==> config.mk <==
export PLATFORM = sky130hd
export DESIGN_NAME = btn_debounce
export DESIGN_NICKNAME = d
export VERILOG_FILES = /design/src/rtl/btn_pkg.sv /design/src/rtl/btn_debounce_ch.sv /design/src/rtl/btn_debounce.sv
export SDC_FILE = /design/constraint.sdc
export NUM_CORES = 1
export LEC_CHECK = 0
export BUFFER_PORTS_ARGS = -buffer_cell sky130_fd_sc_hd__buf_4
export CORE_ASPECT_RATIO = 1.1
export CORE_MARGIN = 3
export CORE_UTILIZATION = 36
export DETAILED_ROUTE_END_ITERATION = 10
export PLACE_DENSITY = 0.6
export SLEW_MARGIN = 10
export SYNTH_ARGS = -nofsm -noshare
export SYNTH_HDL_FRONTEND = slang
export SYNTH_HIERARCHICAL = 1
export SYNTH_SLANG_ARGS = --single-unit
==> constraint.sdc <==
create_clock -name clk -period 2.25 [get_ports clk]
set_input_delay 0.5625 -clock clk [delete_from_list [all_inputs] [get_ports clk]]
set_output_delay 0.5625 -clock clk [all_outputs]
set_load 0.02 [all_outputs]
==> src/rtl/btn_pkg.sv <==
// Shared button-path constants and types.
// Provides NUM_BTN (also used by btn_ctrl), default debounce/repeat timing,
// the per-channel output record and a counter-width helper.
package btn_pkg;

   localparam int NUM_BTN           = 4;
   localparam int TICK_DIV_DEF      = 100000;  // clk cycles per sample tick
   localparam int STABLE_CNT_DEF    = 8;       // ticks to accept a new level
   localparam int REPEAT_DELAY_DEF  = 500;     // ticks press -> first repeat
   localparam int REPEAT_PERIOD_DEF = 150;     // ticks between later repeats

   // One debounced channel as seen by the top level.
   typedef struct packed {
      logic level;   // debounced level
      logic press;   // one-cycle accepted press (or repeat)
      logic rel;     // one-cycle accepted release
   } btn_ch_t;

   // Bits for a counter that runs 0..n-1; never narrower than one bit.
   function automatic int cnt_w(input int n);
      return (n > 1) ? $clog2(n) : 1;
   endfunction

endpackage

==> src/rtl/btn_debounce_ch.sv <==
// One debounce channel: 2-FF synchronizer, tick-based stability counter,
// debounced level and press/release pulses.
// Optional auto-repeat, compiled only with BTN_DEBOUNCE_AUTOREPEAT_EN.
// Ports:
//   clk, rst  - clock, synchronous active-high reset
//   tick      - shared sample strobe from the prescaler
//   btn_in    - raw asynchronous pin
//   ch        - debounced level plus press/release pulses
module btn_debounce_ch
   import btn_pkg::*;
#(
   parameter int STABLE_CNT    = STABLE_CNT_DEF
`ifdef BTN_DEBOUNCE_AUTOREPEAT_EN
   ,
   parameter int REPEAT_DELAY  = REPEAT_DELAY_DEF,
   parameter int REPEAT_PERIOD = REPEAT_PERIOD_DEF
`endif
) (
   input  logic    clk,
   input  logic    rst,
   input  logic    tick,
   input  logic    btn_in,
   output btn_ch_t ch
);

   localparam int SW = cnt_w(STABLE_CNT);

   logic [1:0]    sync;
   logic          sync_n;
   logic [SW-1:0] stab_cnt;
   logic          level;
   logic          press;
   logic          rel;
   logic          accept;
   logic          rpt_fire;

   assign sync_n = sync[1];

   // The tick that completes STABLE_CNT ticks of a differing level.
   assign accept = tick && (sync_n != level) && (stab_cnt == SW'(STABLE_CNT - 1));

   always_ff @(posedge clk) begin
      if (rst) begin
         sync     <= '0;
         stab_cnt <= '0;
         level    <= 1'b0;
      end else begin
         sync <= {sync[0], btn_in};
         // Any cycle back at the current level restarts the count, tick or not.
         if (sync_n == level) begin
            stab_cnt <= '0;
         end else if (tick) begin
            if (accept) begin
               level    <= sync_n;
               stab_cnt <= '0;
            end else begin
               stab_cnt <= stab_cnt + 1'b1;
            end
         end
      end
   end

`ifdef BTN_DEBOUNCE_AUTOREPEAT_EN
   localparam int RMAX = (REPEAT_DELAY > REPEAT_PERIOD) ? REPEAT_DELAY : REPEAT_PERIOD;
   localparam int RW   = cnt_w(RMAX);

   logic [RW-1:0] rpt_cnt;
   logic [RW-1:0] rpt_tgt;
   logic          rpt_first;

   // First interval is REPEAT_DELAY, every later one REPEAT_PERIOD.
   assign rpt_tgt  = rpt_first ? RW'(REPEAT_DELAY - 1) : RW'(REPEAT_PERIOD - 1);
   // A release acceptance wins over a repeat so press/release never overlap.
   assign rpt_fire = tick && level && !accept && (rpt_cnt == rpt_tgt);

   // Held cleared while the level is low, so counting starts fresh on the
   // tick after the accepted press and stops on release.
   always_ff @(posedge clk) begin
      if (rst || !level) begin
         rpt_cnt   <= '0;
         rpt_first <= 1'b1;
      end else if (tick && !accept) begin
         if (rpt_cnt == rpt_tgt) begin
            rpt_cnt   <= '0;
            rpt_first <= 1'b0;
         end else begin
            rpt_cnt <= rpt_cnt + 1'b1;
         end
      end
   end
`else
   assign rpt_fire = 1'b0;
`endif

   // Pulses register on the same edge as the level, so they appear in the
   // first cycle the new level is visible.
   always_ff @(posedge clk) begin
      if (rst) begin
         press <= 1'b0;
         rel   <= 1'b0;
      end else begin
         press <= (accept && sync_n) || rpt_fire;
         rel   <= accept && !sync_n;
      end
   end

   assign ch = '{level: level, press: press, rel: rel};

endmodule

==> src/rtl/btn_debounce.sv <==
// Four-channel push-button debouncer with a shared sample-tick prescaler.
// Optional auto-repeat of btn_press while held: define BTN_DEBOUNCE_AUTOREPEAT_EN.
// Ports:
//   clk         - single clock
//   rst         - synchronous active-high reset
//   btn_in      - raw asynchronous pins, bit n = BTNn
//   btn_out     - debounced levels (to btn_ctrl btn_in)
//   btn_press   - one-cycle pulse per accepted press (and per repeat)
//   btn_release - one-cycle pulse per accepted release
module btn_debounce
   import btn_pkg::*;
#(
   parameter int TICK_DIV      = TICK_DIV_DEF,
   parameter int STABLE_CNT    = STABLE_CNT_DEF,
   parameter int REPEAT_DELAY  = REPEAT_DELAY_DEF,
   parameter int REPEAT_PERIOD = REPEAT_PERIOD_DEF
) (
   input  logic               clk,
   input  logic               rst,
   input  logic [NUM_BTN-1:0] btn_in,
   output logic [NUM_BTN-1:0] btn_out,
   output logic [NUM_BTN-1:0] btn_press,
   output logic [NUM_BTN-1:0] btn_release
);

   localparam int PW = cnt_w(TICK_DIV);

   logic [PW-1:0] pre_cnt;
   logic          tick;

   // Down-counter reloaded on its zero cycle: one tick every TICK_DIV cycles.
   assign tick = (pre_cnt == '0);

   always_ff @(posedge clk) begin
      if (rst || tick) pre_cnt <= PW'(TICK_DIV - 1);
      else             pre_cnt <= pre_cnt - 1'b1;
   end

   btn_ch_t [NUM_BTN-1:0] ch;

   for (genvar i = 0; i < NUM_BTN; i++) begin : g_ch
      btn_debounce_ch #(
         .STABLE_CNT    (STABLE_CNT)
`ifdef BTN_DEBOUNCE_AUTOREPEAT_EN
         ,
         .REPEAT_DELAY  (REPEAT_DELAY),
         .REPEAT_PERIOD (REPEAT_PERIOD)
`endif
      ) u_ch (
         .clk    (clk),
         .rst    (rst),
         .tick   (tick),
         .btn_in (btn_in[i]),
         .ch     (ch[i])
      );

      assign btn_out[i]     = ch[i].level;
      assign btn_press[i]   = ch[i].press;
      assign btn_release[i] = ch[i].rel;
   end

endmodule

==> report_table.html, run 1 <==
<table>
<tr><th>Metric</th><th>Value</th></tr>
<tr><th colspan="2">Clocking</th></tr>
<tr><td>Number of buffers created by CTS</td><td>5</td></tr>
<tr><td>Clk slew on worst S/H paths</td><td>0.10 ns</td></tr>
<tr><td>Post-CTS resize count</td><td>0</td></tr>
<tr><td>CTS sink count</td><td>49</td></tr>
<tr><td>Worst skew pair latency</td><td>0.30 ns</td></tr>
<tr><td>Cell at the root of the clock tree</td><td>sky130_fd_sc_hd__clkbuf_8</td></tr>
<tr><td>Clock tree from TritonCTS</td><td>built</td></tr>
<tr><td>Total setup buffers inserted after CTS</td><td>0</td></tr>
<tr><td>CTS HTree Levels</td><td>2</td></tr>
<tr><td>Clock tree buffer depth</td><td>2</td></tr>
<tr><td>Hold buffers post-CTS</td><td>0</td></tr>
<tr><th colspan="2">Floorplan</th></tr>
<tr><td>Floorplan die area</td><td>7006 um^2</td></tr>
<tr><td># IOs</td><td>18</td></tr>
<tr><td>Initial Utilization</td><td>37.44%</td></tr>
<tr><td>Die width</td><td>80.08 um</td></tr>
<tr><td>Die height</td><td>87.49 um</td></tr>
<tr><td>Cell Rows</td><td>29</td></tr>
<tr><td>Area of the core region</td><td>5806 um^2</td></tr>
<tr><th colspan="2">Yosys</th></tr>
<tr><td>Summed instance area of the synthesized netlist</td><td>2173 um^2</td></tr>
<tr><td>Post-Syn Nets</td><td>217</td></tr>
<tr><td>Post-synth top flop</td><td>sky130_fd_sc_hd__dfxtp_1</td></tr>
<tr><td>Avg Inst Size Synth</td><td>10.76 um^2</td></tr>
<tr><td>Synthesis Warnings</td><td>6</td></tr>
<tr><td>Sequential cell area fraction in the yosys report</td><td>45.14%</td></tr>
<tr><td>Post-Syn Instances</td><td>202</td></tr>
<tr><td>Number of different library cells in the post-synthesis netlist</td><td>32</td></tr>
<tr><td>Proportion of netlist area held by the largest area contributor</td><td>45.14%</td></tr>
<tr><td>Largest area contributor in the netlist</td><td>sky130_fd_sc_hd__dfxtp_1</td></tr>
<tr><td>Flops &amp; latches, synth</td><td>49</td></tr>
<tr><td>Post-synth EDFFs</td><td>0</td></tr>
<tr><td>Asr flop ratio synth</td><td>0%</td></tr>
<tr><td>Largest cells by area after synthesis</td><td>sky130_fd_sc_hd__dfxtp_1 (45%), sky130_fd_sc_hd__ha_1 (5.2%), sky130_fd_sc_hd__buf_4 (4.1%)</td></tr>
<tr><th colspan="2">Route</th></tr>
<tr><td>1st-pass router iterations</td><td>4</td></tr>
<tr><td>Final routed wire length divided by cell count</td><td>11.72 um</td></tr>
<tr><td>ANT nets after route</td><td>0</td></tr>
<tr><td>Detailed Route WL</td><td>3411 um</td></tr>
<tr><td>Vias</td><td>1401</td></tr>
<tr><td>Drt first-iter violations</td><td>83</td></tr>
<tr><td>DRC violations left</td><td>0</td></tr>
<tr><td>Detail-routed via count per cell</td><td>4.814</td></tr>
<tr><th colspan="2">Power and ir drop</th></tr>
<tr><td>Max VDD drop</td><td>0.2248 mV</td></tr>
<tr><td>Leakage</td><td>0.8159 nW</td></tr>
<tr><td>Areal power density over the cells</td><td>611.0 nW/um^2</td></tr>
<tr><th colspan="2">Placed design</th></tr>
<tr><td>RePlAce Congestion</td><td>0.7457</td></tr>
<tr><td>Total of buffers placed on input and output ports</td><td>17</td></tr>
<tr><td>DP HPWL</td><td>2233 um</td></tr>
<tr><th colspan="2">STA</th></tr>
<tr><td>Final-layout worst hold slack</td><td>0.4375 ns</td></tr>
<tr><td>Max Clk Rate</td><td>499.3 MHz</td></tr>
<tr><td>Final cycle utilization of the critical path</td><td>89.02%</td></tr>
<tr><td>Total of endpoints with negative setup slack in the final report</td><td>0</td></tr>
<tr><td>Final count of pins violating max slew</td><td>0</td></tr>
<tr><td>Number of hold-slack violations in the final timing report</td><td>0</td></tr>
<tr><td>Unrepaired setup endpoints after global routing</td><td>no</td></tr>
<tr><td>Worst slew pin tran</td><td>0.5536 ns</td></tr>
<tr><td>Final period demand of the worst path</td><td>2.003 ns</td></tr>
<tr><td>Headroom to the max-slew limit</td><td>62.76%</td></tr>
<tr><td>TNS Setup</td><td>0 ns</td></tr>
<tr><td>Worst setup skew after layout</td><td>0.01111 ns</td></tr>
<tr><th colspan="2">Global routing</th></tr>
<tr><td>Number of antenna violations at the first check in global routing</td><td>0</td></tr>
<tr><td>Maximum number of pins on one net before global-route repair</td><td>35</td></tr>
<tr><td>Global-route congestion overflow total</td><td>0</td></tr>
<tr><td>Global-route wire length before repair</td><td>6037 um</td></tr>
<tr><td>Vias in the first global route</td><td>1333</td></tr>
<tr><td>Global-route usage over all layers</td><td>10.86%</td></tr>
<tr><th colspan="2">Job</th></tr>
<tr><td>Maximum capacitance violations</td><td>0</td></tr>
<tr><th colspan="2">Worst setup path</th></tr>
<tr><td>Startpoint Class</td><td>flop</td></tr>
<tr><td>Critical setup path kind</td><td>flop to flop</td></tr>
<tr><td>Required time of the critical path</td><td>2.48 ns</td></tr>
<tr><td>Slowest Stage Delay on Critical Path</td><td>0.51 ns</td></tr>
<tr><td>Crit path cell chain</td><td>inv_1, ha_1, nor4b_1, and4_4, or3b_1, a211oi_2</td></tr>
<tr><td>Worst endpoint data arrival time</td><td>2.23 ns</td></tr>
<tr><td>Maximum net fanout on the critical path</td><td>34</td></tr>
<tr><td>Slowest-stage cell, CP</td><td>sky130_fd_sc_hd__and4_4</td></tr>
<tr><td>Worst Setup End Kind</td><td>flop</td></tr>
<tr><th colspan="2">Layout</th></tr>
<tr><td>Final #Nets</td><td>228</td></tr>
<tr><td>Fraction of final layout cells sized beyond drive strength 1</td><td>22.43%</td></tr>
<tr><td>Final antenna diode count</td><td>0</td></tr>
<tr><td>Area growth from synthesis to layout</td><td>9.096%</td></tr>
<tr><td>Number of filler cells placed in the layout</td><td>581</td></tr>
<tr><th colspan="2">Status</th></tr>
<tr><td>Status</td><td>complete, no violations</td></tr>
<tr><th colspan="2">Min path</th></tr>
<tr><td>Class of the tightest hold or removal check</td><td>flop to flop</td></tr>
</table>
final cells by class:
| type | instances | area (um^2) | share of cell area (%) |
|---|---|---|---|
| tap | 77 | 96.34 | 4.063 |
| timing repair buffer | 21 | 157.7 | 6.649 |
| clock buffer | 5 | 68.82 | 2.902 |
| inverter | 2 | 7.507 | 0.3166 |
| clock inverter | 3 | 21.27 | 0.8971 |
| sequential | 49 | 980.9 | 41.37 |
| multi-input combinational | 134 | 1039 | 43.80 |
power by group:
part,internal [mW],switching [mW],total [mW],leakage [nW]
Clock,0.221,0.298,0.519,0.0445
Sequential,0.878,0.00953,0.887,0.397
Combinational,0.0175,0.0248,0.0423,0.374
worst paths after layout:
check,start,to,slack [ns],cells past startpoint
worst max-delay path,pre_cnt[0]$_SDFF_PP1_,g_ch[0].u_ch/stab_cnt[0]$_SDFFE_PP0P_,0.25,6
worst min-delay path,pre_cnt[0]$_SDFF_PP1_,pre_cnt[0]$_SDFF_PP1_,0.44,1
worst max register to register,pre_cnt[0]$_SDFF_PP1_,g_ch[0].u_ch/stab_cnt[0]$_SDFFE_PP0P_,0.25,6
worst min register to register,pre_cnt[0]$_SDFF_PP1_,pre_cnt[0]$_SDFF_PP1_,0.44,1
cells by family after synthesis:
group                    synth area share, %
flip-flops                             45.14
buffers and inverters                  7.081
multiplexers                           3.685
AO/OA/AOI/OAI                          9.327
XOR/XNOR                               6.851
adder cells (fa/ha/maj)                5.181
AND/OR/NAND/NOR                        22.74
through the flow:
| step | total power [mW] | util [%] | area [um^2] | setup WS [ns] | instances |
|---|---|---|---|---|---|
| floorplan | 0.9292 | - | 2173 | 0.4552 | 202 |
| finish | 1.449 | 40.84 | 2371 | 0.2471 | 291 |
| global placement | 0.9501 | 39.29 | 2281 | 0.3012 | 283 |
| global route | 1.523 | 40.84 | 2371 | 0.09263 | 291 |
| CTS | 1.479 | 40.84 | 2371 | 0.2382 | 291 |
| detailed placement | 0.9508 | 39.29 | 2281 | 0.2554 | 283 |
cells in the final DEF (no fill, tap or decap), types with 6 or more instances in the layout:
cell type,count
sky130_fd_sc_hd__buf_4,21
sky130_fd_sc_hd__ha_1,9
sky130_fd_sc_hd__nor2b_1,8
sky130_fd_sc_hd__xor2_1,8
sky130_fd_sc_hd__dfxtp_1,49
sky130_fd_sc_hd__nand2_1,16
sky130_fd_sc_hd__nor2_2,8
sky130_fd_sc_hd__nor4b_1,9
sky130_fd_sc_hd__mux2i_1,8
sky130_fd_sc_hd__a2111oi_1,8
sky130_fd_sc_hd__nand3_1,8
sky130_fd_sc_hd__nor2_1,6
sky130_fd_sc_hd__xnor2_1,9
flip-flops by register name (all words and copies together) (netlist names):
register and count:
g_ch.u_ch/level 4, g_ch.u_ch/press 4, g_ch.u_ch/rel 4, g_ch.u_ch/stab_cnt 12
g_ch.u_ch/sync 8, pre_cnt 17
critical path, delay by kind of cell (launching register included):
| kind | cells | cell delay, ns |
|---|---|---|
| buffers and inverters | 1 | 0.07 |
| AOI/OAI and AO/OA | 1 | 0.17 |
| DFF | 1 | 0.35 |
| adders and majority gates | 1 | 0.18 |
| and+or+nand+nor | 3 | 1.15 |
per-layer routing:
metal / vias to the layer above / part of all wire (%) / track usage [%]
met5: - / 0 / 0
met4: 0 / 1.7 / 4.147
met3: 6 / 3.4 / 3.416
li1: 738 / - / -
met2: 20 / 44 / 16.94
met1: 637 / 51 / 13.98
synth_stat cells (3+ instances only):
master	n
sky130_fd_sc_hd__xor2_1	8
sky130_fd_sc_hd__nand3_1	8
sky130_fd_sc_hd__a2111oi_1	8
sky130_fd_sc_hd__nor2_2	8
sky130_fd_sc_hd__nand2_1	16
sky130_fd_sc_hd__a21bo_1	4
sky130_fd_sc_hd__a211oi_2	4
sky130_fd_sc_hd__buf_4	12
sky130_fd_sc_hd__ha_1	9
sky130_fd_sc_hd__nand2b_1	4
sky130_fd_sc_hd__dfxtp_1	49
sky130_fd_sc_hd__or3b_1	4
sky130_fd_sc_hd__nand4_1	3
sky130_fd_sc_hd__xnor2_1	9
sky130_fd_sc_hd__nor2b_1	8
sky130_fd_sc_hd__a21oi_1	4
sky130_fd_sc_hd__mux2i_1	8
sky130_fd_sc_hd__nor4_1	3
sky130_fd_sc_hd__buf_6	5
sky130_fd_sc_hd__nor4b_1	9
sky130_fd_sc_hd__nor2_1	6
No activity file was read; power rests on OpenSTA's default activity.
==> run 2: changes to the inputs <==
Settings changed: MAX_ROUTING_LAYER from default to met4, SETUP_SLACK_MARGIN from default to 0.4, SLEW_MARGIN 10 to 20.
==> report_table.html, run 2 (synthesis gave the netlist of run 1 again) <==
<table>
<tr><th>Metric</th><th>Value</th></tr>
<tr><th colspan="2">STA</th></tr>
<tr><td>Final-layout worst hold slack</td><td>0.4440 ns (+0.006505 ns)</td></tr>
<tr><td>Final count of pins violating max slew</td><td>0 (unchanged)</td></tr>
<tr><td>Number of hold-slack violations in the final timing report</td><td>0 (unchanged)</td></tr>
<tr><td>Max Clk Rate</td><td>550.3 MHz (+10%)</td></tr>
<tr><td>Total of endpoints with negative setup slack in the final report</td><td>0 (unchanged)</td></tr>
<tr><td>Worst slew pin tran</td><td>0.5659 ns (+0.01232 ns)</td></tr>
<tr><td>Final period demand of the worst path</td><td>1.817 ns (-0.1856 ns)</td></tr>
<tr><td>Worst setup skew after layout</td><td>0.01167 ns (+0.0005535 ns)</td></tr>
<tr><td>Headroom to the max-slew limit</td><td>61.93% (-0.83 points)</td></tr>
<tr><td>Final cycle utilization of the critical path</td><td>80.77% (-8.2 points)</td></tr>
<tr><td>Unrepaired setup endpoints after global routing</td><td>yes</td></tr>
<tr><td>TNS Setup</td><td>0 ns (unchanged)</td></tr>
<tr><th colspan="2">Worst setup path</th></tr>
<tr><td>WP buf/inv</td><td>1 (unchanged)</td></tr>
<tr><td>Setup slack on the worst flop-to-flop path</td><td>0.43 ns (+0.19 ns)</td></tr>
<tr><td>Worst Setup End Kind</td><td>flop</td></tr>
<tr><td>Required time of the critical path</td><td>2.48 ns (about the same)</td></tr>
<tr><td>Critical setup path kind</td><td>flop to flop</td></tr>
<tr><td>Slowest Stage Delay on Critical Path</td><td>0.39 ns (-0.12 ns)</td></tr>
<tr><td>Maximum net fanout on the critical path</td><td>8 (-76%)</td></tr>
<tr><td>Crit path cell chain</td><td>inv_2, ha_4, nor4b_4, and4_4, or3b_4, a211oi_2</td></tr>
<tr><td>Largest delay share family, worst path</td><td>simple AND/OR/NAND/NOR gates</td></tr>
<tr><td>Startpoint Class</td><td>flop</td></tr>
<tr><td>Slowest-stage cell, CP</td><td>sky130_fd_sc_hd__or3b_4</td></tr>
<tr><td>Worst endpoint data arrival time</td><td>2.05 ns (-0.18 ns)</td></tr>
<tr><th colspan="2">Floorplan</th></tr>
<tr><td>Floorplan die area</td><td>7006 um^2 (unchanged)</td></tr>
<tr><td>Die width</td><td>80.08 um (unchanged)</td></tr>
<tr><td>Cell Rows</td><td>29 (unchanged)</td></tr>
<tr><td>Die height</td><td>87.49 um (unchanged)</td></tr>
<tr><td># IOs</td><td>18 (unchanged)</td></tr>
<tr><td>Area of the core region</td><td>5806 um^2 (unchanged)</td></tr>
<tr><td>Initial Utilization</td><td>37.44% (unchanged)</td></tr>
<tr><th colspan="2">Power and ir drop</th></tr>
<tr><td>Leakage</td><td>0.8862 nW (+8.6%)</td></tr>
<tr><td>Areal power density over the cells</td><td>579.9 nW/um^2 (-5.1%)</td></tr>
<tr><td>Max VDD drop</td><td>0.2199 mV (-2.1%)</td></tr>
<tr><th colspan="2">Route</th></tr>
<tr><td>Detail-routed via count per cell</td><td>4.900 (+1.8%)</td></tr>
<tr><td>ANT nets after route</td><td>0 (unchanged)</td></tr>
<tr><td>Detailed Route WL</td><td>3840 um (+13%)</td></tr>
<tr><td>DRC violations left</td><td>0 (unchanged)</td></tr>
<tr><td>Final routed wire length divided by cell count</td><td>12.76 um (+8.8%)</td></tr>
<tr><td>Drt first-iter violations</td><td>65 (-22%)</td></tr>
<tr><td>1st-pass router iterations</td><td>4 (unchanged)</td></tr>
<tr><td>Vias</td><td>1475 (+5.3%)</td></tr>
<tr><th colspan="2">Global routing</th></tr>
<tr><td>Number of antenna violations at the first check in global routing</td><td>0 (unchanged)</td></tr>
<tr><td>Maximum number of pins on one net before global-route repair</td><td>35 (unchanged)</td></tr>
<tr><td>Global-route usage over all layers</td><td>12.15% (+1.3 points)</td></tr>
<tr><td>Vias in the first global route</td><td>1421 (+6.6%)</td></tr>
<tr><td>Global-route congestion overflow total</td><td>0 (unchanged)</td></tr>
<tr><td>Global-route wire length before repair</td><td>6520 um (+8.0%)</td></tr>
<tr><th colspan="2">Layout</th></tr>
<tr><td>Final antenna diode count</td><td>0 (unchanged)</td></tr>
<tr><td>Register bank with the most flops</td><td>pre_cnt</td></tr>
<tr><td>Final standard cell count with taps included and fillers excluded</td><td>301 (+3.4%)</td></tr>
<tr><td>Most common cell after layout, fill and taps aside</td><td>sky130_fd_sc_hd__dfxtp_1</td></tr>
<tr><td>Most frequent cells in the layout</td><td>sky130_fd_sc_hd__dfxtp_1 (47), sky130_fd_sc_hd__buf_4 (29), sky130_fd_sc_hd__nand2_1 (16)</td></tr>
<tr><td>Area growth from synthesis to layout</td><td>16.06%</td></tr>
<tr><td>Max FFs per register</td><td>17 (unchanged)</td></tr>
<tr><td>Fraction of final layout cells sized beyond drive strength 1</td><td>29.91% (+7.5 points)</td></tr>
<tr><td>Registers with the most flip-flops</td><td>pre_cnt (17), g_ch.u_ch/stab_cnt (12), g_ch.u_ch/sync (8)</td></tr>
<tr><td>Final #Nets</td><td>238 (+4.4%)</td></tr>
<tr><td>Post-layout utilization of the core</td><td>43.45% (+2.6 points)</td></tr>
<tr><th colspan="2">Clocking</th></tr>
<tr><td>CTS HTree Levels</td><td>2 (unchanged)</td></tr>
<tr><td>Clock tree from TritonCTS</td><td>built</td></tr>
<tr><td>Hold buffers post-CTS</td><td>0 (unchanged)</td></tr>
<tr><td>CTS sink count</td><td>49 (unchanged)</td></tr>
<tr><td>Clock tree buffer depth</td><td>2 (unchanged)</td></tr>
<tr><td>Cell at the root of the clock tree</td><td>sky130_fd_sc_hd__clkbuf_8</td></tr>
<tr><td>Clk slew on worst S/H paths</td><td>0.10 ns (about the same)</td></tr>
<tr><td>Worst skew pair latency</td><td>0.30 ns (about the same)</td></tr>
<tr><td>Number of buffers created by CTS</td><td>5 (unchanged)</td></tr>
<tr><th colspan="2">Min path</th></tr>
<tr><td>Class of the tightest hold or removal check</td><td>flop to flop</td></tr>
<tr><th colspan="2">Job</th></tr>
<tr><td>Maximum capacitance violations</td><td>0 (unchanged)</td></tr>
<tr><th colspan="2">Placed design</th></tr>
<tr><td>DP HPWL</td><td>2233 um (unchanged)</td></tr>
<tr><td>Total of buffers placed on input and output ports</td><td>17 (unchanged)</td></tr>
<tr><td>Placed instance count</td><td>283 (unchanged)</td></tr>
<tr><td>RePlAce Congestion</td><td>0.7550 (+1.2%)</td></tr>
<tr><th colspan="2">Status</th></tr>
<tr><td>Status</td><td>complete, no violations</td></tr>
</table>
[run 2: changes by cell type in the layout (fill, tap and decap cells not counted), sizes merged]
cell	change
buf	+8
and4	+2
[run 2: path summary, 6_finish.rpt]
check / to / depth (start not counted) / startpoint
min reg2reg: g_ch[3].u_ch/sync[1]$_SDFF_PP0_ / 1 / g_ch[3].u_ch/sync[0]$_SDFF_PP0_
max: g_ch[2].u_ch/stab_cnt[0]$_SDFFE_PP0P_ / 6 / pre_cnt[1]$_SDFF_PP1_
min: g_ch[3].u_ch/sync[1]$_SDFF_PP0_ / 1 / g_ch[3].u_ch/sync[0]$_SDFF_PP0_
max reg2reg: g_ch[2].u_ch/stab_cnt[0]$_SDFFE_PP0P_ / 6 / pre_cnt[1]$_SDFF_PP1_
[run 2: stage by stage]
stage | setup slack [ns] | area [um^2] | total power, mW
after floorplan | 0.4552 | 2173 | 0.9292
after global placement | 0.3012 | 2281 | 0.9501
after detailed placement | 0.2554 | 2281 | 0.9508
after CTS | 0.3953 | 2465 | 1.481
after global routing | 0.3549 | 2522 | 1.533
final | 0.4328 | 2522 | 1.463
[run 2: cell type report]
class                      instances  area, um^2
inverter                           2       7.507
timing repair buffer              29       217.7
sequential                        49       985.9
multi-input combinational        136        1125
fill                             561        3283
clock buffer                       5       68.82
tap                               77       96.34
clock inverter                     3       21.27
[run 2: routing by layer]
metal / vias up / routed length (um) / global-route usage (%)
met4: 0 / 82 / 4.762
li1: 765 / - / -
met2: 27 / 1682 / 18.30
met5: - / 0 / -
met3: 7 / 147 / 3.623
met1: 676 / 1927 / 15.25
[run 2: timing repair]
item                       4_1_cts  5_1_grt
setup endpoints to repair       22       20
resized for setup                6       10
pin swaps                        0        4
gates cloned                     2        0
buffers inserted                 5        3
[run 2: where the power goes]
part	switching, mW	internal [mW]	leakage (nW)
combinational	0.0285	0.0220	0.444
sequential	0.0102	0.878	0.397
clock	0.303	0.221	0.0445
